## config.mk

```make
export PLATFORM = sky130hd
export DESIGN_NAME = hx8352_bus_writer_flat
export DESIGN_NICKNAME = d
export VERILOG_FILES = /design/src/rtl/hx8352_bus_writer_pkg.sv /design/src/rtl/hx8352_bus_writer_if.sv /design/src/rtl/hx8352_bus_writer.sv /design/src/flat_wrapper.sv
export SDC_FILE = /design/constraint.sdc
export NUM_CORES = 1
export LEC_CHECK = 0
export BUFFER_PORTS_ARGS = -buffer_cell sky130_fd_sc_hd__clkbuf_2
export CORE_MARGIN = 2
export CORE_UTILIZATION = 50
export CTS_CLUSTER_DIAMETER = 30
export DETAILED_ROUTE_END_ITERATION = 16
export GPL_TIMING_DRIVEN = 0
export PLACE_DENSITY = 0.74
export SYNTH_ARGS = -nofsm -noshare
export SYNTH_HDL_FRONTEND = slang
export SYNTH_SLANG_ARGS = --single-unit
export TNS_END_PERCENT = 10
```

## constraint.sdc

```tcl
create_clock -name clk -period 2.8 [get_ports clk]
set_input_delay 0.56 -clock clk [delete_from_list [all_inputs] [get_ports clk]]
set_output_delay 0.56 -clock clk [all_outputs]
set_load 0.1 [all_outputs]
```

## src/rtl/hx8352_bus_writer_pkg.sv

```systemverilog
// Shared definitions for the HX8352 parallel-bus writer: RS polarity, pin levels, FSM states.
// The main FSM imports the same RS convention so command/data encoding cannot drift.
package hx8352_bus_writer_pkg;

    localparam int unsigned DB_W = 16;

    localparam logic LCD_CMD  = 1'b0;
    localparam logic LCD_DATA = 1'b1;
    localparam logic HIGH     = 1'b1;
    localparam logic LOW      = 1'b0;

    typedef enum logic [1:0] {
        StIdle,
        StSetup,
        StWrLow,
        StWrHigh
    } bw_state_e;

endpackage

```

## src/rtl/hx8352_bus_writer_if.sv

```systemverilog
// Request/response and LCD pin bundle between the requester (master) and the bus writer (slave).
interface hx8352_bus_writer_if;
    import hx8352_bus_writer_pkg::*;

    logic            bus_step;
    logic            command_or_data;
    logic [DB_W-1:0] data_to_write;
    logic            bus_done;
    logic            busy;
    logic            overflow;
    logic            lcd_rs;
    logic            lcd_wr;
    logic            lcd_rd;
    logic [DB_W-1:0] lcd_db;

    modport master (
        output bus_step, command_or_data, data_to_write,
        input  bus_done, busy, overflow, lcd_rs, lcd_wr, lcd_rd, lcd_db
    );

    modport slave (
        input  bus_step, command_or_data, data_to_write,
        output bus_done, busy, overflow, lcd_rs, lcd_wr, lcd_rd, lcd_db
    );

endinterface

```

## src/rtl/hx8352_bus_writer.sv

```systemverilog
// Turns one bus_step request into one 8080-style write cycle (setup, WR low, WR high) on the
// HX8352 parallel bus, with a one-deep pending slot for a request arriving mid-cycle.
module hx8352_bus_writer
    import hx8352_bus_writer_pkg::*;
#(
    parameter int unsigned SETUP_CYCLES   = 1,
    parameter int unsigned WR_LOW_CYCLES  = 2,
    parameter int unsigned WR_HIGH_CYCLES = 2,
    parameter int unsigned CNT_W          = 4
) (
    input logic                clk,
    input logic                rst,
    hx8352_bus_writer_if.slave bus
);

    localparam logic [CNT_W-1:0] SetupLoad  = CNT_W'(SETUP_CYCLES - 1);
    localparam logic [CNT_W-1:0] WrLowLoad  = CNT_W'(WR_LOW_CYCLES - 1);
    localparam logic [CNT_W-1:0] WrHighLoad = CNT_W'(WR_HIGH_CYCLES - 1);

    bw_state_e       state_q, state_d;
    logic [CNT_W-1:0] cnt_q, cnt_d;
    logic            pend_full_q, pend_full_d;
    logic            pend_rs_q, pend_rs_d;
    logic [DB_W-1:0] pend_db_q, pend_db_d;
    logic            rs_q, rs_d;
    logic [DB_W-1:0] db_q, db_d;
    logic            wr_q, wr_d;
    logic            done_q, done_d;
    logic            busy_q, busy_d;
    logic            ovf_q, ovf_d;
    logic            rd_q;

    always_comb begin
        state_d     = state_q;
        cnt_d       = cnt_q;
        pend_full_d = pend_full_q;
        pend_rs_d   = pend_rs_q;
        pend_db_d   = pend_db_q;
        rs_d        = rs_q;
        db_d        = db_q;
        done_d      = 1'b0;
        ovf_d       = ovf_q;

        case (state_q)
            StIdle: begin
                if (pend_full_q) begin
                    // Launch the queued entry; a coinciding request refills the freed slot.
                    state_d     = StSetup;
                    cnt_d       = SetupLoad;
                    rs_d        = pend_rs_q;
                    db_d        = pend_db_q;
                    pend_full_d = bus.bus_step;
                    if (bus.bus_step) begin
                        pend_rs_d = bus.command_or_data;
                        pend_db_d = bus.data_to_write;
                    end
                end else if (bus.bus_step) begin
                    state_d = StSetup;
                    cnt_d   = SetupLoad;
                    rs_d    = bus.command_or_data;
                    db_d    = bus.data_to_write;
                end
            end
            StSetup: begin
                if (cnt_q == '0) begin
                    state_d = StWrLow;
                    cnt_d   = WrLowLoad;
                end else begin
                    cnt_d = cnt_q - 1'b1;
                end
            end
            StWrLow: begin
                if (cnt_q == '0) begin
                    state_d = StWrHigh;
                    cnt_d   = WrHighLoad;
                end else begin
                    cnt_d = cnt_q - 1'b1;
                end
            end
            StWrHigh: begin
                if (cnt_q == '0) begin
                    state_d = StIdle;
                    done_d  = 1'b1;
                end else begin
                    cnt_d = cnt_q - 1'b1;
                end
            end
            default: begin
                state_d = StIdle;
                cnt_d   = '0;
            end
        endcase

        if (state_q != StIdle && bus.bus_step) begin
            if (!pend_full_q) begin
                pend_full_d = 1'b1;
                pend_rs_d   = bus.command_or_data;
                pend_db_d   = bus.data_to_write;
            end else begin
                ovf_d = 1'b1;
            end
        end

        wr_d   = (state_d == StWrLow) ? LOW : HIGH;
        // Busy also covers the bus_done cycle so it drops only after the last completion.
        busy_d = (state_d != StIdle) | pend_full_d | done_d;
    end

    always_ff @(posedge clk) begin
        if (rst) begin
            state_q     <= StIdle;
            cnt_q       <= '0;
            pend_full_q <= 1'b0;
            pend_rs_q   <= LCD_CMD;
            pend_db_q   <= '0;
            rs_q        <= LCD_CMD;
            db_q        <= '0;
            wr_q        <= HIGH;
            done_q      <= 1'b0;
            busy_q      <= 1'b0;
            ovf_q       <= 1'b0;
            rd_q        <= HIGH;
        end else begin
            state_q     <= state_d;
            cnt_q       <= cnt_d;
            pend_full_q <= pend_full_d;
            pend_rs_q   <= pend_rs_d;
            pend_db_q   <= pend_db_d;
            rs_q        <= rs_d;
            db_q        <= db_d;
            wr_q        <= wr_d;
            done_q      <= done_d;
            busy_q      <= busy_d;
            ovf_q       <= ovf_d;
            rd_q        <= HIGH;
        end
    end

    assign bus.bus_done = done_q;
    assign bus.busy     = busy_q;
    assign bus.overflow = ovf_q;
    assign bus.lcd_rs   = rs_q;
    assign bus.lcd_wr   = wr_q;
    assign bus.lcd_rd   = rd_q;
    assign bus.lcd_db   = db_q;

endmodule

```

## src/flat_wrapper.sv

```systemverilog
// flat-port wrapper written by rule: the top's interface ports become plain ports
module hx8352_bus_writer_flat import hx8352_bus_writer_pkg::*;
#(
    parameter int unsigned SETUP_CYCLES   = 1,
    parameter int unsigned WR_LOW_CYCLES  = 2,
    parameter int unsigned WR_HIGH_CYCLES = 2,
    parameter int unsigned CNT_W          = 4
)
  (clk, rst, bus_bus_step, bus_command_or_data, bus_data_to_write, bus_bus_done, bus_busy, bus_overflow, bus_lcd_rs, bus_lcd_wr, bus_lcd_rd, bus_lcd_db);
  hx8352_bus_writer_if bus_i ();
  input logic clk;
  input logic rst;
  input wire logic [$bits(bus_i.bus_step)-1:0] bus_bus_step;
  input wire logic [$bits(bus_i.command_or_data)-1:0] bus_command_or_data;
  input wire logic [$bits(bus_i.data_to_write)-1:0] bus_data_to_write;
  output wire logic [$bits(bus_i.bus_done)-1:0] bus_bus_done;
  output wire logic [$bits(bus_i.busy)-1:0] bus_busy;
  output wire logic [$bits(bus_i.overflow)-1:0] bus_overflow;
  output wire logic [$bits(bus_i.lcd_rs)-1:0] bus_lcd_rs;
  output wire logic [$bits(bus_i.lcd_wr)-1:0] bus_lcd_wr;
  output wire logic [$bits(bus_i.lcd_rd)-1:0] bus_lcd_rd;
  output wire logic [$bits(bus_i.lcd_db)-1:0] bus_lcd_db;
  assign bus_i.bus_step = bus_bus_step;
  assign bus_i.command_or_data = bus_command_or_data;
  assign bus_i.data_to_write = bus_data_to_write;
  assign bus_bus_done = bus_i.bus_done;
  assign bus_busy = bus_i.busy;
  assign bus_overflow = bus_i.overflow;
  assign bus_lcd_rs = bus_i.lcd_rs;
  assign bus_lcd_wr = bus_i.lcd_wr;
  assign bus_lcd_rd = bus_i.lcd_rd;
  assign bus_lcd_db = bus_i.lcd_db;
  hx8352_bus_writer #(.SETUP_CYCLES(SETUP_CYCLES), .WR_LOW_CYCLES(WR_LOW_CYCLES), .WR_HIGH_CYCLES(WR_HIGH_CYCLES), .CNT_W(CNT_W)) u_core (.clk(clk), .rst(rst), .bus(bus_i));
endmodule
```

* Word level (Yosys, flattened, before mapping)
Index checks and enable logic that the tools add are counted.
** Operators by class
- $add $sub $neg :: 1
- Equal/unequal tests :: 6
- Multiplexer cells :: 32
- Bitwise gates (word level) :: 2
- Reductions and logical operators :: 10
** Operators by type and width (number)
- $mux 16 :: 7
- $mux 4 :: 4
- $mux 1 :: 14
- $pmux 4 s3 :: 1
- $mux 2 :: 5
- $pmux 2 s4 :: 1
- $eq 2x2->1 const B :: 3
- $reduce_and 2->1 :: 3
- $reduce_bool 2->1 :: 3
- $logic_not 4->1 :: 1
- $sub 4x1->4 const B :: 1
- $ne 3x2->1 const B :: 1
- $eq 2x1->1 const B :: 1
- $logic_not 2->1 :: 1
- $ne 2x2->1 const B :: 1
- $or 1x1->1 :: 2
- $reduce_or 2->1 :: 1
- $logic_and 1x1->1 :: 1
** Word-level totals
- Register bits :: 45
- Input port bits :: 20
- Output and inout port bits :: 22
- Logic and storage cells :: 62

* Depth between registers and ports, before layout
Gate-level depths: netlist (run 1).
- Depth in word-level cells :: 6
- Gate-level depth with buffers :: 7

* Worst setup path before layout (run 1)
Ideal clock, no wire load.
- Path type :: register to register
- Start point :: register u_core.cnt_q[0]
- End point :: register u_core.busy_q, in the netlist u_core.bus.busy
- Arrival :: 1889 ps
- Required time :: 2666 ps
- Path slack :: 777 ps
- Stages on the path, launching flop included :: 7
- Clock period less this slack :: 2023 ps
- Cells stage by stage :: dfxtp_1 inv_1 ha_1 or3b_4 a2111oi_4 a2111oi_2 or4_1
** Between the ends
- Longest elaborated chain between the ends :: 6
- Elaborated cells between the ends (all ways) :: 10
- Classes of those cells :: mux: 6; bitwise: 2; reduce/logical: 2
** Ends and longest elaborated chain
- start: declaration :: RTL line hx8352_bus_writer.sv:21 : logic [CNT_W-1:0] cnt_q, cnt_d;
- start signal: assignment :: RTL line hx8352_bus_writer.sv:125 : cnt_q <= cnt_d;
- $logic_not 4->1 * :: RTL line hx8352_bus_writer.sv:65, hx8352_bus_writer.sv:73, hx8352_bus_writer.sv:81
- $mux 2 (on tied branches) :: RTL line hx8352_bus_writer.sv:81, hx8352_bus_writer.sv:65, hx8352_bus_writer.sv:73
- $pmux 2 s4 :: RTL line hx8352_bus_writer.sv:44 : case (state_q)
- $reduce_bool 2->1 :: RTL line hx8352_bus_writer.sv:106 : busy_d = (state_d != StIdle) | pend_full_d | done_d;
- $or 1x1->1 :: RTL line hx8352_bus_writer.sv:106
- $or 1x1->1 * :: RTL line hx8352_bus_writer.sv:106
- end signal: assignment :: RTL line hx8352_bus_writer.sv:133 : busy_q <= busy_d;
- end: declaration :: RTL line hx8352_bus_writer.sv:29 : logic busy_q, busy_d;
Mark *: on every way between the ends. The rest lies on a longest branch, timed or not.
A chain may end at the register's enable or synchronous reset.

* Worst setup path after layout (run 1)
Same ends and word-level chain as after synthesis.

==> reports/metrics.yaml, run 1 <==
status: "finished clean"
initial_utilization_pct: 53.1
cp_cell_sequence: "inv_1 -> ha_1 -> or3b_4 -> a2111oi_4 -> a2111oi_2 -> or4_1"
die_area_mm2: 0.00446
tritoncts: "done"
path_buf_inv: 1
rows: 22
synth_cell_types: 34
io_pins: 42
syn_area_mm2: 0.00197
drive_above_1_share_pct: 23.9
num-fill-cells: 336
drt-vias-per-instance: 5.24
drtAntennaViolNets: 0
grt_pass1_vias: 1510
routed_wl_um: 3770
final_max_slew_viol_count: 0
grt_overflow: 0
arrival_ns: 2.32
wl_per_cell_um: 12.8
vias: 1545
relSlewSlack_pct: 63.7
ys_seq_elements: 45
setup_viol: 0
p_leak_nw: 1.05
dp_cells: 287
finalHoldViolations: 0
register_area_um2: 901
synth_warnings: 0
die_w_um: 66.8
final_area_mm2: 0.00233
grt_start_max_net_pins: 14
crit_path_end_kind: "register"
required_ns: 2.97
route.detailed.drc: 0
criticalPathCategory: "register to register"
antenna_found_initial: 0
first_pass_iters: 4
final_common_cell: "dfxtp_1"
h-tree-depth: 2
synth.avg_cell_area_um2: 9.86
min_path_type: "register to register"
rsz0062_at_grt: "no"
yosysSeqAreaShare_pct: 45.7
cpPeakStageDelay_ns: 0.51
max_freq_mhz: 465
multi_input_area_um2: 986
core_area_mm2: 0.00372
hold_depth: 2
report.power.total_mw: 3.05
period_needed_ns: 2.15
fin_skew_ns: 0.00474
grt_pass1_wl_um: 6540
vdd_ir_drop_max_uv: 964
diodes: 0
holdBufCountCts: 0
final_cell_count_no_fill: 295
nets: 272
synth_cells: 200
cp.depth: 6
dp_hpwl_um: 2800
clock_sinks: 45
placed_area_mm2: 0.00223
post-cts-setup-buffer-count: 0
crit_slowest_cell: "or4_1"
clockRootBuffer: "clkbuf_8"
cp_top_family: "simple AND/OR/NAND/NOR gates"
start_kind: "register"
ff2ff_path_depth: 6
area_growth_pct: 18.1
post-route-period-util_pct: 76.9
grt_use_total_pct: 19.5
gp_congestion: 0.798
setup_tns_ns: 0
io_buffers: 39
cts_made_buffers: 5
cts-resized-gates: 0
power.density_mw_per_mm2: 1310
worst_pin_slew_ns: 0.547
drv_cap: 0
first_iter_violations: 53
worst_skew_pair.late_latency_ns: 0.29
die_height_um: 66.8
synth_fp_nets: 226
path_max_fanout: 5
cts_buffer_depth: 2
clk_pin_slew_ns: 0.08
layout_common_cells: "dfxtp_1 (45), nor2_1 (43), clkbuf_2 (39)"
==> cell usage after synthesis <==
| master | instances | share of area [%] |
|---|---|---|
| dfxtp_1 | 45 | 46 |
| nor2_1 | 43 | 8.2 |
| a221oi_2 | 1 | 0.76 |
| or4bb_2 | 1 | 0.63 |
| buf_2 | 3 | 0.76 |
| a211oi_1 | 17 | 6.5 |
| mux2i_1 | 34 | 17 |
| or3_1 | 1 | 0.32 |
| a21oi_1 | 2 | 0.51 |
| nand2_1 | 4 | 0.76 |
| o21a_1 | 1 | 0.38 |
| a32oi_1 | 1 | 0.44 |
| a2111oi_4 | 1 | 1.4 |
| o21ai_0 | 3 | 0.76 |
| and2b_2 | 1 | 0.44 |
| or3b_2 | 1 | 0.44 |
| inv_1 | 5 | 0.95 |
| nor2b_1 | 2 | 0.63 |
| buf_4 | 1 | 0.38 |
| nor3b_1 | 3 | 1.1 |
| a22oi_1 | 2 | 0.76 |
| nor3_1 | 2 | 0.51 |
| o31ai_1 | 1 | 0.38 |
| conb_1 | 1 | 0.19 |
| or4_1 | 1 | 0.38 |
| ha_1 | 6 | 3.8 |
| xnor2_1 | 1 | 0.44 |
| and3_1 | 1 | 0.32 |
| or3b_4 | 1 | 0.57 |
| nor4_1 | 3 | 0.95 |
| a2111oi_2 | 1 | 0.76 |
| o21bai_1 | 1 | 0.38 |
| clkbuf_8 | 1 | 0.70 |
| clkbuf_1 | 8 | 1.5 |
==> per-stage QoR <==
| step | hold WS [ns] | utilization [%] | worst slack [ns] |
|---|---|---|---|
| floorplan | 0.463 | - | 0.777 |
| global placement | 0.451 | 59.9 | 0.685 |
| detailed placement | 0.463 | 59.9 | 0.646 |
| CTS | 0.474 | 62.7 | 0.634 |
| global route | 0.487 | 62.7 | 0.497 |
| finish | 0.473 | 62.7 | 0.648 |
==> worst register-to-register path, stage by stage, from the launching register on <==
cell	delay [ns]
dfxtp_1	0.35
inv_1	0.07
ha_1	0.20
or3b_4	0.43
a2111oi_4	0.37
a2111oi_2	0.11
or4_1	0.51
==> worst paths after layout <==
path | start | end | slack [ns]
setup / recovery | u_core.cnt_q[0] | u_core.bus.busy | 0.65
hold / removal | u_core.bus.overflow | u_core.bus.overflow | 0.47
setup reg to reg | u_core.cnt_q[0] | u_core.bus.busy | 0.65
hold reg to reg | u_core.bus.overflow | u_core.bus.overflow | 0.47
==> area by class of cell <==
| type | instances | share of cell area [%] |
|---|---|---|
| clock inverter | 1 | 0.215 |
| inverter | 5 | 0.806 |
| sequential | 45 | 38.7 |
| multi-input combinational | 137 | 42.3 |
| buffer | 13 | 2.85 |
| tap | 48 | 2.58 |
| timing repair buffer | 39 | 8.38 |
| clock buffer | 7 | 4.14 |
==> metal layers <==
layer	track usage (%)	share of wire, %	vias up
met5	0	0	-
met4	7.65	1.5	0
met3	5.24	5.5	6
met2	33.9	47	30
met1	22.6	46	709
li1	-	-	800
==> kinds of logic (layout without fill, tap and decap cells) <==
| logic type | Yosys count | count (layout) | synth area share [%] |
|---|---|---|---|
| flip-flops | 45 | 45 | 45.7 |
| adder cells (fa/ha/maj) | 6 | 6 | 3.81 |
| XOR/XNOR | 1 | 1 | 0.444 |
| AO/OA/AOI/OAI | 31 | 31 | 13.0 |
| AND/OR/NAND/NOR | 64 | 64 | 15.3 |
| buffers and inverters | 18 | 65 | 4.31 |
| multiplexers | 34 | 34 | 17.3 |
| other | 1 | 1 | 0.190 |
==> power by group <==
group / leakage, nW / switching [mW] / internal [mW]
sequential: 0.369 / 0.0989 / 0.822
clock: 0.0542 / 0.208 / 0.223
combinational: 0.626 / 1.25 / 0.441
==> state kept, by name, indices dropped and copies added (netlist names) <==
name and count:
u_core.pend_rs_q 1, u_core.pend_full_q 1, u_core.bus.busy 1, u_core.cnt_q 4, u_core.bus.lcd_wr 1, u_core.bus.overflow 1
u_core.bus.lcd_rs 1, u_core.bus.bus_done 1, u_core.state_q 2, u_core.bus.lcd_db 16, u_core.pend_db_q 16
No activity file was read; power rests on OpenSTA's default activity.
==> run 2, diff against run 1 <==
Settings changed: ABC_AREA from default to 1, CORE_UTILIZATION 50 to 49, PLACE_DENSITY 0.74 to 0.75.
Clock period 2.8 ns to 1.9 ns, I/O delays scaled along.
==> reports/metrics.yaml, run 2 <==
status: "finished clean"
synth.avg_cell_area_um2: 7.48
crit_top_cell: "inv_1"
syn_area_mm2: 0.00207
whs_ns: 0.314
first_iter_violations: 147
synth_top_area_share_pct: 43.5
async_flop_share_pct: 0
synth_edf_count: 0
cts-resized-gates: 0
ys_seq_elements: 45
power.density_mw_per_mm2: 1930
antenna_found_initial: 0
vias: 1918
final_core_util_pct: 60.7
h-tree-depth: 2
grt_use_total_pct: 19.5
diodes: 0
cpPeakStageDelay_ns: 0.42
fin_skew_ns: 0.00546
yosysMostFrequentCell: "nand2_1"
drv_cap: 0
synth_cells: 277
clockRootBuffer: "clkbuf_8"
clock_sinks: 45
p_leak_nw: 1.18
crit_slowest_cell: "dfxtp_1"
synth_area_leaders: "dfxtp_1 (44%), nand2_1 (12%), o21ai_0 (7.0%)"
routed_wl_um: 4450
worst_skew_pair.late_latency_ns: 0.30
criticalPathCategory: "register to register"
worst_pin_slew_ns: 0.546
relSlewSlack_pct: 63.8
die_height_um: 69.0
path_max_fanout: 10
post-cts-setup-buffer-count: 0
drtAntennaViolNets: 0
core_area_mm2: 0.00403
io_buffers: 40
cp_cell_sequence: "inv_1 -> ha_1 -> inv_1 -> nand3_2 -> nand2_4 -> inv_4 -> buf_8 -> nor2_2 -> nor2_1"
rows: 23
synth_ff_type: "dfxtp_1"
final_common_cell: "nand2_1"
synth_cell_types: 26
nets: 350
rsz0062_at_grt: "no"
gp_congestion: 0.832
required_ns: 2.10
cts_made_buffers: 5
first_pass_iters: 4
max_freq_mhz: 586
vdd_ir_drop_max_uv: 1150
period_needed_ns: 1.71
drive_above_1_share_pct: 23.7
final_max_slew_viol_count: 0
area_growth_pct: 18.1
cp_top_family: "buffers and inverters"
layout_common_cells: "nand2_1 (68), dfxtp_1 (45), clkbuf_2 (40)"
crit_path_end_kind: "register"
grt_pass1_vias: 1683
setup_tns_ns: 0
clk_pin_slew_ns: 0.08
start_kind: "register"
io_pins: 42
synth_warnings: 0
grt_start_max_net_pins: 15
finalHoldViolations: 0
arrival_ns: 1.91
initial_utilization_pct: 51.4
timing.final.ws_setup_ns: 0.192
cts_buffer_depth: 2
tritoncts: "done"
die_area_mm2: 0.00476
preCtsSetupSlack_ns: 0.203
holdBufCountCts: 0
path_buf_inv: 4
synth_top_area_cell: "dfxtp_1"
dp_hpwl_um: 3150
min_path_type: "primary input to register"
post-route-period-util_pct: 89.9
placed_area_mm2: 0.00233
wl_per_cell_um: 11.9
grt_overflow: 0
drt-vias-per-instance: 5.11
netlist_top_cells_count: "nand2_1 (68), dfxtp_1 (45), nor2_1 (29), o21ai_0 (29), inv_1 (20)"
synth_fp_nets: 303
yosysSeqAreaShare_pct: 43.5
final_area_mm2: 0.00244
route.detailed.drc: 0
die_w_um: 69.0
grt_pass1_wl_um: 7610
setup_viol: 0
## run 2: worst min-delay path, stage by stage
cell      delay, ns
clkbuf_2       0.09
nor2_1         0.04
nor2_1         0.08
## run 2: power by group
part           internal [mW]  total (mW)  leakage, nW  switching [mW]
Combinational          0.570        2.57        0.752            2.00
Clock                  0.395       0.718       0.0554           0.323
Sequential              1.26        1.43        0.370           0.162
## run 2: final timing paths
path	from	to	slack, ns	cells past startpoint
max reg2reg	u_core.state_q[1]	u_core.pend_db_q[10]	0.19	9
min reg2reg	u_core.pend_db_q[2]	u_core.bus.lcd_db[2]	0.47	2
min	bus_data_to_write[15]	u_core.pend_db_q[15]	0.31	3
max	u_core.state_q[1]	u_core.pend_db_q[10]	0.19	9
## run 2: cell type report
type	count	area, um2
well taps	50	62.6
inverters	24	92.6
clock inverters	2	38.8
multi-input cells	195	978
plain buffers	13	98.8
clock buffers	6	72.6
repair buffers	40	200
fillers	391	1580
flip-flops and latches	45	901
## run 2: cells by family (layout without fill, tap and decap cells)
| kind of cell | count (synthesis) | in the layout | share of synthesized area [%] |
|---|---|---|---|
| compound gates | 63 | 63 | 16.4 |
| fa+ha+maj | 6 | 6 | 3.63 |
| buf+inv | 37 | 85 | 9.24 |
| flops | 45 | 45 | 43.5 |
| other cells | 1 | 1 | 0.181 |
| simple gates | 125 | 125 | 27.1 |
## run 2: metrics by stage
stage / std cells / total power [mW]
after CTS: 375 / 4.74
after detailed placement: 367 / 4.02
after global routing: 375 / 4.99
final: 375 / 4.72
after floorplan: 277 / 3.56
after global placement: 367 / 3.98
## run 2: routing by layer
layer / vias up / GRT usage [%] / wire [um]
met1: 866 / 25.3 / 2060
met2: 55 / 31.2 / 2060
met5: - / 0 / 0
met3: 7 / 5.41 / 260
met4: 0 / 6.54 / 60
li1: 990 / - / -
==> run 3, diff against run 2 <==
Settings changed: ABC_AREA 1 to 0, CORE_UTILIZATION 49 to 40, PLACE_DENSITY 0.75 to default, SKIP_CTS_REPAIR_TIMING from default to 1.
==> reports/metrics.yaml, run 3 (synthesized netlist as in run 1, its figures left out) <==
drt-vias-per-instance: 4.88
post-route-period-util_pct: 105
layout_common_cells: "nor2_1 (43), dfxtp_1 (42), clkbuf_2 (41)"
placed_area_mm2: 0.00227
timing.rr.end: "u_core.bus.busy"
worst_pin_slew_ns: 0.547
rsz0062_at_grt: "yes"
cp.depth: 6
power.density_mw_per_mm2: 1940
final_common_cell: "nor2_1"
max_freq_mhz: 501
final_area_mm2: 0.00250
cts_buffer_depth: 2
path_buf_inv: 1
fin_skew_ns: 0.00297
whs_ns: 0.323
gp_congestion: 0.748
status: "complete, but fails checks"
criticalPathCategory: "register to register"
clk_pin_slew_ns: 0.08
grt_overflow: 0
clockPowerShare_pct: 15.1
core_area_mm2: 0.00472
dp_cells: 306
final_cell_count_no_fill: 321
switchingPower_mw: 2.38
first_iter_violations: 65
io_pins: 42
pwr-share-comb_pct: 56.8
drv_cap: 0
grt_start_max_net_pins: 14
setup_tns_ns: -0.0944
finalHoldViolations: 0
cts_made_buffers: 5
die_w_um: 74.2
dp_hpwl_um: 2890
tritoncts: "done"
p_seq_share_pct: 28.1
cp-endpoint: "u_core.bus.busy"
first_pass_iters: 4
ff2ff_path_depth: 6
num-fill-cells: 460
final_core_util_pct: 53.0
vdd_ir_drop_max_uv: 775
r2r_start: "u_core.cnt_q[0]"
required_ns: 2.07
p_int_mw: 2.46
cp_top_family: "simple AND/OR/NAND/NOR gates"
vias: 1565
p_leak_nw: 1.11
ff2ff_setup_slack_ns: -0.09
path_max_fanout: 5
cp_cell_sequence: "inv_2 -> ha_4 -> or3b_4 -> a221oi_4 -> nor4_2 -> or4_1"
timing.final.ws_setup_ns: -0.0944
final_max_slew_viol_count: 0
routed_wl_um: 4080
relSlewSlack_pct: 63.7
period_needed_ns: 1.99
grt_use_total_pct: 15.7
start_kind: "register"
setup_viol: 1
preCtsSetupSlack_ns: -0.228
drtAntennaViolNets: 0
area_growth_pct: 26.9
min_path_type: "primary input to register"
cpPeakStageDelay_ns: 0.46
die_area_mm2: 0.00551
antenna_found_initial: 0
route.detailed.drc: 0
crit_start: "u_core.cnt_q[0]"
wl_per_cell_um: 12.7
drive_above_1_share_pct: 32.3
grt_pass1_wl_um: 6570
worst_skew_pair.late_latency_ns: 0.29
io_buffers: 39
report.power.total_mw: 4.85
clock_sinks: 45
nets: 279
grt_pass1_vias: 1419
initial_utilization_pct: 41.7
crit_slowest_cell: "or4_1"
clockRootBuffer: "clkbuf_8"
crit_path_end_kind: "register"
switching_share_pct: 49.1
diodes: 0
h-tree-depth: 2
arrival_ns: 2.16
rows: 25
violations: "setup timing"
die_height_um: 74.2
[run 3: cell types whose count changed in the layout (fill, tap and decap cells not counted), sizes merged, moves of 3 or more]
cell / change
o21ai: -34
nor3b: +3
nor4: +3
a211oi: +17
a21oi: -6
inv: -19
nand2: -68
mux2i: +34
a31oi: -17
nand3: -10
clkbuf: +4
buf: +3
[run 3: final cells by class]
class                           count  area [um2]  share of cell area (%)
Buffer                             13        82.6                    3.30
Clock buffer                        7        86.3                    3.45
Clock inverter                      1        30.0                    1.20
Inverter                            5        18.8                   0.750
Multi-Input combinational cell    137        1050                    41.8
Sequential cell                    45         907                    36.3
Tap cell                           67        83.8                    3.35
Timing Repair Buffer               46         248                    9.90
[run 3: how the worst min path moves through the flow]
stage                         from                   to  slack (ns)  cells past startpoint
3_5_place_dp   u_core.bus.overflow  u_core.bus.overflow        0.47                      2
3_3_place_gp   u_core.bus.overflow  u_core.bus.overflow        0.45                      2
5_1_grt                        rst  u_core.bus.bus_done        0.32                      2
4_1_cts                        rst  u_core.bus.bus_done        0.31                      2
2_1_floorplan  u_core.pend_db_q[0]  u_core.pend_db_q[0]        0.46                      2
6_report                       rst  u_core.bus.bus_done        0.32                      2
[run 3: power by group through the flow]
stage               registers, mW  clock network (mW)  logic, mW
finish                       1.36               0.731       2.75
global route                 1.40               0.793       2.94
CTS                          1.36               0.756       2.53
detailed placement           1.38                   0       2.52
global placement             1.37                   0       2.50
floorplan                    2.45                   0       1.05
[run 3: routing by layer]
| layer | part of all wire (%) | track usage, % |
|---|---|---|
| met3 | 4.0 | 4.34 |
| met2 | 45 | 24.2 |
| met1 | 50 | 21.0 |
| met4 | 1.4 | 5.95 |
| met5 | 0 | 0 |
